[src/rtl/spi_pkt_deframer_if.sv]
// FIFO-drain and payload-stream signals of the SPI packet deframer.
// master = deframer side, slave = FIFO/downstream side.
interface spi_pkt_deframer_if;
  logic       fifo_empty;
  logic       fifo_rd_en;
  logic [7:0] fifo_rd_data;
  logic [7:0] m_data;
  logic       m_valid;
  logic       m_ready;
  logic       m_last;

  modport master (
    input  fifo_empty, fifo_rd_data, m_ready,
    output fifo_rd_en, m_data, m_valid, m_last
  );

  modport slave (
    output fifo_empty, fifo_rd_data, m_ready,
    input  fifo_rd_en, m_data, m_valid, m_last
  );
endinterface

[src/rtl/spi_pkt_deframer.sv]
// Splits the SPI byte FIFO into SOF/LEN/payload/checksum frames; one byte in flight, 1 byte per 3 cycles.
// Payload stalls on m_ready (holding the byte and fetch); backpressure freezes the timeout.
module spi_pkt_deframer #(
  parameter logic [7:0]  SOF_BYTE    = 8'hA5,
  parameter logic [15:0] TIMEOUT_CYC = 16'd50000
) (
  input  logic               axi_aclk,
  input  logic               axi_areset,
  spi_pkt_deframer_if.master io,
  output logic [7:0]         pkt_len,
  output logic               package_start_int,
  output logic               package_end_int,
  output logic               package_err_int
);

  typedef enum logic [1:0] {IDLE, LEN, PAYLOAD, CSUM} state_t;

  state_t      state_q, state_d;
  logic [7:0]  byte_q;
  logic        hold_valid;
  logic        rd_pending;
  logic [7:0]  sum_q, sum_d;
  logic [7:0]  rem_q, rem_d;
  logic [7:0]  len_q, len_d;
  logic [15:0] idle_q, idle_d;
  logic        consume;
  logic        stall;

  assign io.fifo_rd_en = !io.fifo_empty && !rd_pending && !hold_valid && !axi_areset;

  always_ff @(posedge axi_aclk) begin
    if (axi_areset) begin
      state_q    <= IDLE;
      byte_q     <= 8'd0;
      hold_valid <= 1'b0;
      rd_pending <= 1'b0;
      sum_q      <= 8'd0;
      rem_q      <= 8'd0;
      len_q      <= 8'd0;
      idle_q     <= 16'd0;
    end else begin
      state_q    <= state_d;
      sum_q      <= sum_d;
      rem_q      <= rem_d;
      len_q      <= len_d;
      idle_q     <= idle_d;
      rd_pending <= io.fifo_rd_en;
      // rd_pending and hold_valid are never both set, so load and consume cannot collide
      if (rd_pending) begin
        byte_q     <= io.fifo_rd_data;
        hold_valid <= 1'b1;
      end else if (consume) begin
        hold_valid <= 1'b0;
      end
    end
  end

  always_comb begin
    state_d           = state_q;
    sum_d             = sum_q;
    rem_d             = rem_q;
    len_d             = len_q;
    idle_d            = idle_q;
    package_start_int = 1'b0;
    package_end_int   = 1'b0;
    package_err_int   = 1'b0;
    io.m_valid        = 1'b0;
    io.m_last         = 1'b0;
    io.m_data         = byte_q;
    pkt_len           = len_q;

    stall   = (state_q == PAYLOAD) && hold_valid && !io.m_ready;
    consume = hold_valid && ((state_q != PAYLOAD) || io.m_ready);

    if (state_q == PAYLOAD) begin
      io.m_valid = hold_valid;
      io.m_last  = (rem_q == 8'd1);
    end

    if (consume) begin
      idle_d = 16'd0;
      case (state_q)
        IDLE: begin
          if (byte_q == SOF_BYTE) begin
            state_d           = LEN;
            package_start_int = 1'b1;
          end
        end
        LEN: begin
          len_d   = byte_q;
          sum_d   = byte_q;
          rem_d   = byte_q;
          state_d = (byte_q == 8'd0) ? CSUM : PAYLOAD;
        end
        PAYLOAD: begin
          sum_d = sum_q + byte_q;
          rem_d = rem_q - 8'd1;
          if (rem_q == 8'd1) state_d = CSUM;
        end
        CSUM: begin
          if (byte_q == sum_q) package_end_int = 1'b1;
          else                 package_err_int = 1'b1;
          state_d = IDLE;
        end
        default: state_d = IDLE;
      endcase
    end else if (state_q == IDLE) begin
      idle_d = 16'd0;
    end else if (!stall) begin
      if (idle_q == TIMEOUT_CYC - 16'd1) begin
        package_err_int = 1'b1;
        state_d         = IDLE;
        idle_d          = 16'd0;
      end else begin
        idle_d = idle_q + 16'd1;
      end
    end

    // Reset silences every output, even while registers still hold pre-reset state
    if (axi_areset) begin
      package_start_int = 1'b0;
      package_end_int   = 1'b0;
      package_err_int   = 1'b0;
      io.m_valid        = 1'b0;
      io.m_last         = 1'b0;
      io.m_data         = 8'd0;
      pkt_len           = 8'd0;
    end
  end

endmodule
[src/flat_wrapper.sv]
// flat-port wrapper written by rule: the top's interface ports become plain ports
module spi_pkt_deframer_flat 
#(
  parameter logic [7:0]  SOF_BYTE    = 8'hA5,
  parameter logic [15:0] TIMEOUT_CYC = 16'd50000
)
  (axi_aclk, axi_areset, pkt_len, package_start_int, package_end_int, package_err_int, io_fifo_empty, io_fifo_rd_data, io_m_ready, io_fifo_rd_en, io_m_data, io_m_valid, io_m_last);
  spi_pkt_deframer_if io_i ();
  input  logic axi_aclk;
  input  logic axi_areset;
  output logic [7:0] pkt_len;
  output logic package_start_int;
  output logic package_end_int;
  output logic package_err_int;
  input wire logic [$bits(io_i.fifo_empty)-1:0] io_fifo_empty;
  input wire logic [$bits(io_i.fifo_rd_data)-1:0] io_fifo_rd_data;
  input wire logic [$bits(io_i.m_ready)-1:0] io_m_ready;
  output wire logic [$bits(io_i.fifo_rd_en)-1:0] io_fifo_rd_en;
  output wire logic [$bits(io_i.m_data)-1:0] io_m_data;
  output wire logic [$bits(io_i.m_valid)-1:0] io_m_valid;
  output wire logic [$bits(io_i.m_last)-1:0] io_m_last;
  assign io_i.fifo_empty = io_fifo_empty;
  assign io_i.fifo_rd_data = io_fifo_rd_data;
  assign io_i.m_ready = io_m_ready;
  assign io_fifo_rd_en = io_i.fifo_rd_en;
  assign io_m_data = io_i.m_data;
  assign io_m_valid = io_i.m_valid;
  assign io_m_last = io_i.m_last;
  spi_pkt_deframer #(.SOF_BYTE(SOF_BYTE), .TIMEOUT_CYC(TIMEOUT_CYC)) u_core (.axi_aclk(axi_aclk), .axi_areset(axi_areset), .io(io_i), .pkt_len(pkt_len), .package_start_int(package_start_int), .package_end_int(package_end_int), .package_err_int(package_err_int));
endmodule
[config.mk]
export PLATFORM = sky130hd
export DESIGN_NAME = spi_pkt_deframer_flat
export DESIGN_NICKNAME = d
export VERILOG_FILES = /design/src/rtl/spi_pkt_deframer_if.sv /design/src/rtl/spi_pkt_deframer.sv /design/src/flat_wrapper.sv
export SDC_FILE = /design/constraint.sdc
export NUM_CORES = 1
export LEC_CHECK = 0
export BUFFER_PORTS_ARGS = -buffer_cell sky130_fd_sc_hd__buf_2
export CAP_MARGIN = 5
export CORE_MARGIN = 5
export CORE_UTILIZATION = 44
export CTS_CLUSTER_SIZE = 20
export DETAILED_ROUTE_END_ITERATION = 6
export MAX_ROUTING_LAYER = met4
export PLACE_DENSITY = 0.67
export RECOVER_POWER = 100
export SKIP_LAST_GASP = 1
export SLEW_MARGIN = 15
export SYNTH_ARGS = -nofsm -noshare
export SYNTH_HDL_FRONTEND = slang
export SYNTH_SLANG_ARGS = --single-unit
[constraint.sdc]
create_clock -name axi_aclk -period 2.15 [get_ports axi_aclk]
set_input_delay 0.43 -clock axi_aclk [delete_from_list [all_inputs] [get_ports axi_aclk]]
set_output_delay 0.43 -clock axi_aclk [all_outputs]
set_load 0.01 [all_outputs]
Word level (Yosys, flattened, before mapping)
Cells that the tools add are included.
{"block": "totals", "romBits": 0, "elab_cells": 78, "regBits": 52, "latchBits": 0, "input_bits": 12, "ram_bits": 0, "mem_count": 0}
{"block": "classes", "n_mux": 34, "n_addsub": 3, "n_mul": 0, "div_mod_pow": 0, "n_reduce_logical": 21, "eq_ne": 12, "shifts": 0, "n_bitwise": 0, "order_cmp": 0}
{"operator": "8-bit one-hot mux with 2 select lines", "n": 2}
{"operator": "1-bit 2-to-1 mux", "n": 22}
{"operator": "16-bit by 1-bit adder with 16-bit output (second input constant)", "n": 1}
{"operator": "16-bit == test (second input constant)", "n": 1}
{"operator": "16-bit 2-to-1 mux", "n": 1}
{"operator": "8-bit 2-to-1 mux", "n": 2}
{"operator": "2-bit 2-to-1 mux", "n": 6}
{"operator": "8-bit adder", "n": 1}
{"operator": "8-bit by 1-bit == test with 1-bit output (second input constant)", "n": 1}
{"operator": "8-bit == test", "n": 1}
{"operator": "8-bit == test (second input constant)", "n": 1}
{"operator": "8-bit logical NOT", "n": 1}
{"operator": "2-bit one-hot mux with 4 select lines", "n": 1}
{"operator": "8-bit by 1-bit subtractor with 8-bit output (second input constant)", "n": 1}
{"operator": "1-bit logical AND", "n": 6}
{"operator": "2-bit by 1-bit != test with 1-bit output (second input constant)", "n": 3}
{"operator": "2-bit nonzero test", "n": 3}
{"operator": "1-bit logical NOT", "n": 5}
{"operator": "5-bit AND reduction", "n": 1}
{"operator": "2-bit == test (second input constant)", "n": 2}
{"operator": "2-bit AND reduction", "n": 2}
{"operator": "3-bit != test (second input constant)", "n": 1}
{"operator": "3-bit OR reduction", "n": 1}
{"operator": "2-bit by 1-bit == test with 1-bit output (second input constant)", "n": 1}
{"operator": "3 further kinds", "n": 3}

Longest topological paths before layout
{"block": "logic_depth", "word_depth": 7, "mapped_depth": 9, "mapped_depth_nobuf": 8}

Worst setup path before layout
OpenSTA, ideal clock, no wires.
{"block": "synth_path", "path_kind": "reg-to-output", "startpoint": "register u_core.state_q[0]", "endpoint": "output port package_err_int", "n_path_buf": 1, "arrival_time_ns": 1.791, "t_required_ns": 1.720, "slack_ns": -0.071, "path_stages_with_launch": 8, "path_cell_list": "dfxtp_1 > inv_1 > ha_1 > buf_6 > nand3b_1 > nand3_1 > or4_1 > a21oi_1"}
{"block": "synth_via", "elab_chain_len": 7}
{"element": "start, declared", "line": "spi_pkt_deframer.sv:18", "text": "state_t state_q, state_d;"}
{"element": "start signal, assigned", "line": "spi_pkt_deframer.sv:42", "text": "state_q <= state_d;"}
{"element": "2-bit == test", "line": "spi_pkt_deframer.sv:72", "text": "stall = (state_q == PAYLOAD) && hold_valid && !io.m_ready;"}
{"element": "1-bit logical AND (2 in a row)", "line": "spi_pkt_deframer.sv:72"}
{"element": "1-bit 2-to-1 mux", "line": "spi_pkt_deframer.sv:109", "text": "end else if (!stall) begin"}
{"element": "1-bit 2-to-1 mux", "line": "spi_pkt_deframer.sv:107", "text": "end else if (state_q == IDLE) begin"}
{"element": "1-bit 2-to-1 mux *", "line": "spi_pkt_deframer.sv:80", "text": "if (consume) begin"}
{"element": "1-bit 2-to-1 mux *", "line": "spi_pkt_deframer.sv:120", "text": "if (axi_areset) begin"}
{"element": "end, declared", "line": "flat_wrapper.sv:14", "text": "output logic package_err_int;"}
Mark *: on every way between the ends. The rest lies on a longest branch, timed or not.

Worst setup path after layout
Ends and elaborated chain as after synthesis.

==> run metrics <==
pre-CTS WS 0.0614 ns; Die X 91.6 um; LEAKAGE 1.36 nW; clk root buf clkbuf_8; core box area 6420 um^2; Max Cap Violations 0; largest net degree at the start of global routing 21; Clk Latency, worst-skew pair 0.30 ns; CTS tree done; multi-input combinational cell area 1860 um^2; setup_tns -0.222 ns; total I/O pin count 34; worst hold start io_fifo_empty; VDD IR-drop max 305 uV; ys async rst share 0%; Crit. End Element output port; crit path max fanout 3; Filler Cells Inserted 606; Starting Density 45.6%; floorplan die height 91.6 um; routed wire length 7710 um; Final WS setup -0.149 ns; share of post-route cells with drive strength above 1 20.9%; Seq cells post-synth 52; most common cell after layout, fill and taps aside nor2_1; relative slew slack 48.0%; gr ovfl total 0; cts bufs inserted 5; WS Path Type flip-flop to output port; area occupied by registers 1060 um^2; hpwl dp 5580 um; Hold Vio Cnt, Final 0; Fmax 435 MHz; Netlist Area Pre-Place 2930 um^2; synth warn 0; Yosys top cell by area dfxtp_1; clk_skew 0.00844 ns; drt wl/cell 15.6 um; Final setup viols 2; initial antenna violation count 0; final RePlAce weighted congestion 0.921; failing checks negative setup slack; Layout Nets 443; die area 8390 um^2; ANT nets after route 0; Critical Path RT 1.72 ns; final worst path period need 2.30 ns; via total after detailed routing 2789; 1st-iter DRT viols 197; period utilisation layout 107%; DRC 0; Clock Path Buffers 2; Global Route Usage Sum 19.3%; Worst Setup SP u_core.state_q[0]; Min-Delay Path Class input port to flip-flop; outcome finished, violations left; Slew @ Worst Pin 0.780 ns; Post-Synthesis Cells 362; Hold Buf Count CTS 0; Seq/Total Area, Yosys 35.5%; number of global-route vias before repair 2787; Synth cell types 52; number of synthesized flops with an enable pin 0; num rows 29; RSZ-0062 raised after global routing yes; Vias per Instance 5.66; synth top area cells dfxtp_1 36%, nor2_1 7.8%, ha_1 6.0%; crit start category flip-flop; r2r startpoint u_core.state_q[0]; top-area cell type share of the netlist area 35.5%; post-synthesis average cell area 8.09 um^2; commonest cells after routing, fill and taps aside 60 x nor2_1, 44 x dfxtp_1, 26 x buf_2, 26 x buf_4, 25 x a21oi_1; layout overhead on the synthesized area 19.7%; CTS H-tree depth 2; ys flop type dfxtp_1; WP data arrival 1.87 ns; IO buf count 33; syn nets 389; clock sinks 52; Pins Over Slew Limit 0; CTS clk-pin slew, worst paths 0.09 ns; Pwr per Cell Area 472 nW/um^2; first-pass GRT wire length 12900 um; drt pass-1 iters 5; n_diodes 0
flip-flops by register name, summed over array words and instances, names as in the netlist:
| name | cells |
|---|---|
| u_core.state_q | 2 |
| u_core.byte_q | 8 |
| u_core.sum_q | 8 |
| u_core.rd_pending | 1 |
| u_core.rem_q | 8 |
| u_core.len_q | 8 |
| u_core.hold_valid | 1 |
| u_core.idle_q | 16 |
layer usage:
| metal | vias to the layer above | routed length (um) | track usage (%) |
|---|---|---|---|
| met5 | - | 0 | - |
| met4 | 0 | 232 | 7.91 |
| met3 | 19 | 440 | 4.71 |
| met2 | 107 | 3740 | 32.3 |
| met1 | 1281 | 3300 | 22.0 |
| li1 | 1382 | - | - |
metrics by stage:
stage          utilization [%]  hold WS [ns]  power [mW]  cells  instance area, um^2
2_1_floorplan                -         0.449        1.08    362                 2930
3_3_place_gp              51.5         0.469        1.13    480                 3310
3_5_place_dp              51.5         0.483        1.13    480                 3310
4_1_cts                   54.2         0.285        1.67    492                 3480
5_1_grt                   54.6         0.288        1.73    493                 3510
6_report                  54.6         0.291        1.65    493                 3510
final timing paths:
kind / depth (start not counted) / end / slack [ns]
min: 2 / u_core.rd_pending / 0.29
min reg2reg: 2 / u_core.len_q[3] / 0.50
max reg2reg: 8 / u_core.idle_q[12] / 0.19
max: 7 / package_err_int / -0.15
power by group:
group	internal [mW]	total [mW]	switching (mW)
registers	0.969	0.982	0.0130
clock network	0.223	0.540	0.317
logic	0.0551	0.132	0.0766
area by class of cell:
cell class,instances,area share [%]
multi-input combinational,281,53.0
sequential,52,30.1
timing repair buffer,64,10.6
tap,77,2.75
clock buffer,6,2.07
inverter,12,1.36
clock inverter,1,0.143
logic make-up (layout without fill, tap and decap cells):
logic type	Yosys count	after routing	share of synthesized area [%]
buffers and inverters	29	83	4.06
xor gates and xnor gates	17	17	5.08
and+or+nand+nor	168	168	29.8
adders and majority gates	15	15	6.66
muxes	18	18	6.19
DFF	52	52	35.5
AOI/OAI and AO/OA	63	63	12.7
repair_timing:
action | in CTS | in global routing
gates resized for setup | 15 | 12
endpoints found under the setup margin | 3 | 7
pin swaps | 3 | 6
setup buffers | 5 | 2
critical path, cell delays in order (launching register included):
cell	delay [ns]
dfxtp_4	0.36
inv_4	0.06
ha_4	0.13
nand2b_1	0.07
and2_4	0.16
or4_4	0.51
a21oi_2	0.14
buf_2	0.14
cell usage after synthesis (3+ instances only):
master and number:
dfxtp_1 52, and3_1 5, nand3_1 15, o21ai_1 8, a211oi_1 5, a21oi_1 26, inv_1 12, nor2_1 61
xor2_1 9, o21ai_0 10, nand2_1 24, mux2i_1 17, nand2b_1 4, xnor2_1 8, ha_1 14, nor4_1 8
clkbuf_1 12, nor2b_1 19, and4_1 3, nor3_1 5, nand4_1 6
(Power assumes the default switching activity.)
